--- config.mk ---
export PLATFORM = sky130hd
export DESIGN_NAME = seq_pattern_tx
export DESIGN_NICKNAME = d
export VERILOG_FILES = /design/src/rtl/seq_pkg.sv /design/src/rtl/pat_serializer.sv /design/src/rtl/seq_pattern_tx.sv
export SDC_FILE = /design/constraint.sdc
export NUM_CORES = 1
export LEC_CHECK = 0
export CAP_MARGIN = 0
export CORE_UTILIZATION = 54
export CTS_CLUSTER_DIAMETER = 40
export DETAILED_ROUTE_END_ITERATION = 12
export PLACE_DENSITY_LB_ADDON = 0.05
export RECOVER_POWER = 100
export SLEW_MARGIN = 20
export SYNTH_ARGS = -nofsm -noshare
export SYNTH_HDL_FRONTEND = slang
export SYNTH_SLANG_ARGS = --single-unit
--- constraint.sdc ---
create_clock -name clk -period 2.26 [get_ports clk]
set_input_delay 0.339 -clock clk [delete_from_list [all_inputs] [get_ports clk]]
set_output_delay 0.339 -clock clk [all_outputs]
set_load 0.02 [all_outputs]
--- src/rtl/seq_pkg.sv ---
`default_nettype none
// ============================================================================
//  Module   : seq_pkg
//  Brief    : Shared encodings for serial sequence transmitters and detectors.
//  Revision : 1.0 - initial release
// ============================================================================
package seq_pkg;

  // Transmit FSM states, shared so detectors and benches decode them alike
  typedef enum logic [1:0] {
    ST_IDLE = 2'd0,
    ST_SEND = 2'd1,
    ST_GAP  = 2'd2,
    ST_DONE = 2'd3
  } tx_state_t;

  // Default pattern set
  localparam int         PAT_W_DEFAULT = 4;
  localparam logic [3:0] PAT_1010      = 4'b1010;
  localparam logic [3:0] PAT_1011      = 4'b1011;

endpackage : seq_pkg
`default_nettype wire

--- src/rtl/pat_serializer.sv ---
`default_nettype none
// ============================================================================
//  Module   : pat_serializer
//  Brief    : Emits a fixed pattern MSB-first, one registered bit per cycle.
//             load emits the MSB; advance emits the next bit and wraps from
//             the LSB straight back to the MSB so frames can run gap-free.
//             With neither request the outputs drop to 0.
//  Revision : 1.0 - initial release
// ============================================================================
module pat_serializer
  import seq_pkg::*;
#(
  parameter int             PAT_W   = PAT_W_DEFAULT,
  parameter logic [PAT_W-1:0] PATTERN = PAT_1010
) (
  input  logic clk,
  input  logic rst,
  input  logic load,     // emit the MSB next cycle
  input  logic advance,  // emit the pending bit next cycle
  output logic dbit,     // pattern bit on the line this cycle
  output logic last      // this cycle carries the LSB
);

  localparam int IW = (PAT_W > 1) ? $clog2(PAT_W) : 1;

  // Index of the bit that the next advance will emit
  logic [IW-1:0] idx;

  // Emit one bit per request and keep the pending index up to date
  always_ff @(posedge clk) begin
    if (rst) begin
      idx  <= '0;
      dbit <= 1'b0;
      last <= 1'b0;
    end else if (load) begin
      dbit <= PATTERN[PAT_W-1];
      last <= 1'b0;
      idx  <= IW'(PAT_W - 2);
    end else if (advance) begin
      dbit <= PATTERN[idx];
      last <= (idx == '0);
      idx  <= (idx == '0) ? IW'(PAT_W - 1) : idx - 1'b1;
    end else begin
      dbit <= 1'b0;
      last <= 1'b0;
    end
  end

endmodule : pat_serializer
`default_nettype wire

--- src/rtl/seq_pattern_tx.sv ---
`default_nettype none
// ============================================================================
//  Module   : seq_pattern_tx
//  Brief    : Serial pattern transmitter. Sends PATTERN MSB-first repeat_n
//             times with gap_len idle cycles between repetitions, then pulses
//             done. All outputs are registered.
//  Revision : 1.0 - initial release
// ============================================================================
module seq_pattern_tx
  import seq_pkg::*;
#(
  parameter int               PAT_W   = PAT_W_DEFAULT,
  parameter logic [PAT_W-1:0] PATTERN = PAT_1010,
  parameter int               CNT_W   = 8,
  parameter int               GAP_W   = 4
) (
  input  logic             clk,
  input  logic             rst,
  input  logic             start,
  input  logic [CNT_W-1:0] repeat_n,
  input  logic [GAP_W-1:0] gap_len,
  output logic             dout,
  output logic             dout_valid,
  output logic             frame_end,
  output logic             busy,
  output logic             done
);

  tx_state_t        state;
  logic [CNT_W-1:0] rep_cnt;   // repetitions still to finish, incl. current
  logic [GAP_W-1:0] gap_lat;   // gap length captured at acceptance
  logic [GAP_W-1:0] gap_cnt;   // gap cycles left, incl. current
  logic             ser_load;
  logic             ser_adv;
  logic             ser_last;

  wire last_rep = (rep_cnt == CNT_W'(1));

  // Decide which bit, if any, the serializer puts on the line next cycle
  always_comb begin
    ser_load = 1'b0;
    ser_adv  = 1'b0;
    case (state)
      ST_IDLE: ser_load = start && (repeat_n != '0);
      ST_SEND: ser_adv  = !ser_last || (!last_rep && (gap_lat == '0));
      ST_GAP:  ser_load = (gap_cnt == GAP_W'(1));
      default: ;
    endcase
  end

  pat_serializer #(
    .PAT_W   (PAT_W),
    .PATTERN (PATTERN)
  ) u_ser (
    .clk     (clk),
    .rst     (rst),
    .load    (ser_load),
    .advance (ser_adv),
    .dbit    (dout),
    .last    (ser_last)
  );

  assign frame_end = ser_last;

  // Request FSM with repeat/gap counters and registered status outputs
  always_ff @(posedge clk) begin
    if (rst) begin
      state      <= ST_IDLE;
      rep_cnt    <= '0;
      gap_lat    <= '0;
      gap_cnt    <= '0;
      dout_valid <= 1'b0;
      busy       <= 1'b0;
      done       <= 1'b0;
    end else begin
      done <= 1'b0;
      case (state)
        ST_IDLE: begin
          if (start) begin
            if (repeat_n != '0) begin
              rep_cnt    <= repeat_n;
              gap_lat    <= gap_len;
              busy       <= 1'b1;
              dout_valid <= 1'b1;
              state      <= ST_SEND;
            end else begin
              done  <= 1'b1;
              state <= ST_DONE;
            end
          end
        end
        ST_SEND: begin
          if (ser_last) begin
            rep_cnt <= rep_cnt - 1'b1;
            if (last_rep) begin
              done       <= 1'b1;
              busy       <= 1'b0;
              dout_valid <= 1'b0;
              state      <= ST_DONE;
            end else if (gap_lat != '0) begin
              gap_cnt    <= gap_lat;
              dout_valid <= 1'b0;
              state      <= ST_GAP;
            end
          end
        end
        ST_GAP: begin
          if (gap_cnt == GAP_W'(1)) begin
            dout_valid <= 1'b1;
            state      <= ST_SEND;
          end else begin
            gap_cnt <= gap_cnt - 1'b1;
          end
        end
        ST_DONE: state <= ST_IDLE;
        default: state <= ST_IDLE;
      endcase
    end
  end

endmodule : seq_pattern_tx
`default_nettype wire

==> flow_summary.ini <==
[clock_network]
cts_made_buffers = 3
cts_resized = 0
htree_num_levels = 1
cts_hold_buf = 0
clk_pin_slew_ns = 0.13
cts_root_buf = clkbuf_4
clockBufferDepth = 2
cts_tree = yes
cts_setup_buffers = 0
clock_sinks = 25
clk_latency_ns = 0.32

[detailed_routing]
drt_iter0_drc = 45
wl_um = 3690
drc = 0
via_per_inst = 6.31
vias = 1484
wl_per_cell_um = 15.7
firstDrtPassIters = 4
final_antenna_net_count = 0

[worst_hold_path]
min_path_cells = 1
hp-class = reg2reg
hold_start = dout_valid

[die]
die_h_um = 54.8
die_w_um = 54.8
num_rows = 18
core_um2 = 2540
boundaryPins = 20
initial_core_util = 0.591
die_area_um2 = 3000

[global_routing]
grtUsageMet1 = 0.348
grt_first_pass_wirelength_um = 5880
antenna_found_initial = 0
met3_usage = 0.0361
grt-ovfl-total = 0
track_usage = 0.275
first_global_vias = 1354
use_met2 = 0.470
grt_max_degree = 33
gr-max-usage-layer = met2

[synthesis]
synth_async_sr_flop_share = 0
synth_cells = 183
synth_enable_flop_cells = 0
synth-seq-cells = 25
ys_seq_area_frac = 0.333
synth_cell_types = 49
syn_avg_cell_area_um2 = 8.23
netlist_area_um2 = 1510
syn_nets = 203
yosysWarningCount = 0
synth_ff_type = dfxtp_1

[place]
dp_cells = 231
gp_congestion = 0.877
portBuffers = 19
dp_hpwl_um = 2800

[cells_and_area]
final_util = 0.691
fin_nets = 226
fillers = 221
layout_common_cells = dfxtp_1 (25), a21oi_1 (20), nor2_1 (14), nand2_1 (14), clkdlybuf4s50_1 (14)
drive_above_1_share = 0.0829
post_layout_nonfiller_instances = 235
final_common_cell = dfxtp_1
area_delta_synth_final_pct = 16.8
n_antenna_cell = 0

[critical_path]
slowest_delay_ns = 0.52
criticalPathCategory = reg2reg
critPathSlowestCell = or4b_1
timing.rr.start = rep_cnt[0]
cpLargestDelayFamily = compound AO/OA/AOI/OAI gates
worstPathCellList = ha_1 > or4b_1 > o21ai_2 > a2111oi_1 > a2111oi_0
worstSetupStartpointType = flip-flop
cp.depth = 5
critPathCaptureType = flip-flop
reg2reg_slack_ns = 0.31
worstPathMaxFanout = 6
crit_path_start = rep_cnt[0]
worst-path-buf-inv = 0
rr_worst_depth = 5
arrival_ns = 2.16
cp.required_ns = 2.47

[pwr]
p_leak_nw = 0.622
peakVddDrop_mv = 0.494
power_mw = 1.25
power_per_cell_area_nw_per_um2 = 712

[sta]
tns_ns = 0
maxSlewHeadroom = 0.664
rsz0062_at_grt = no
setup-violations-final = 0
slew_viol_final = 0
finClkSkew_ns = 0.00302
fin_crit_sh = 0.864
fmax_ghz = 0.512
hold_viol_final = 0
worstMarginPinSlew_ns = 0.497
post-route-min-period_ns = 1.95

[run]
drv_cap = 0

[run_status]
outcome = finished clean
==> where the power goes <==
part | leakage (nW) | switching (mW) | internal, mW
Clock | 0.0150 | 0.131 | 0.0691
Combinational | 0.402 | 0.272 | 0.213
Sequential | 0.205 | 0.0689 | 0.498
==> layer usage <==
metal	vias to the layer above	wire length [um]
met5	-	0
met4	0	29
met3	4	191
met2	50	1830
met1	691	1640
li1	739	-
==> worst paths after layout <==
| check | endpoint |
|---|---|
| max | u_ser.idx[0] |
| min | dout_valid |
| max reg2reg | u_ser.idx[0] |
| min reg2reg | dout_valid |
==> Yosys cell counts (2+ instances only) <==
library cell / n / share of area
a211oi_1: 2 / 0.010
a21oi_1: 20 / 0.067
a22oi_1: 6 / 0.030
a311oi_1: 2 / 0.012
a31oi_1: 2 / 0.0083
buf_2: 2 / 0.0067
clkbuf_1: 7 / 0.017
dfxtp_1: 25 / 0.33
ha_1: 5 / 0.042
inv_1: 6 / 0.015
nand2_1: 14 / 0.035
nand2b_1: 7 / 0.029
nand3_1: 7 / 0.023
nand4_1: 2 / 0.0083
nor2_1: 14 / 0.035
nor2b_1: 4 / 0.017
nor3_1: 4 / 0.013
nor3b_1: 5 / 0.025
nor4_1: 3 / 0.012
nor4b_1: 2 / 0.012
o21ai_0: 5 / 0.017
o21ai_2: 2 / 0.012
o31ai_1: 2 / 0.010
o32ai_1: 6 / 0.035
or2b_1: 2 / 0.010
or3_1: 3 / 0.012
or4_1: 2 / 0.010
==> flip-flops by register name, indices dropped and copies added, names as in the netlist <==
| register | flops |
|---|---|
| gap_lat | 4 |
| state | 2 |
| done | 1 |
| dout_valid | 1 |
| u_ser.last | 1 |
| busy | 1 |
| rep_cnt | 8 |
| u_ser.idx | 2 |
| u_ser.dbit | 1 |
| gap_cnt | 4 |
==> final cells by class <==
cell class / count / area, um^2 / area share
clock buffers: 4 / 26.3 / 0.0149
multi-input cells: 142 / 917 / 0.522
well taps: 30 / 37.5 / 0.0214
repair buffers: 28 / 254 / 0.144
inverters: 6 / 22.5 / 0.0128
flip-flops and latches: 25 / 500 / 0.285
==> cells by family (layout without fill, tap and decap cells) <==
kind of cell	Yosys count	count (layout)	share of synthesized area
AND/OR/NAND/NOR	77	77	0.297
AO/OA/AOI/OAI	60	60	0.285
flip-flops	25	25	0.333
buffers and inverters	16	38	0.0441
adder cells (fa/ha/maj)	5	5	0.0416
==> through the flow <==
step	worst slack (ns)	hold slack (ns)	area (um^2)
after global routing	0.151	0.524	1760
after global placement	0.225	0.452	1760
after floorplan	0.575	0.454	1510
after detailed placement	0.183	0.463	1760
final	0.308	0.488	1760
after CTS	0.372	0.494	1780
Note: power is estimated with default switching activity, not from simulation.
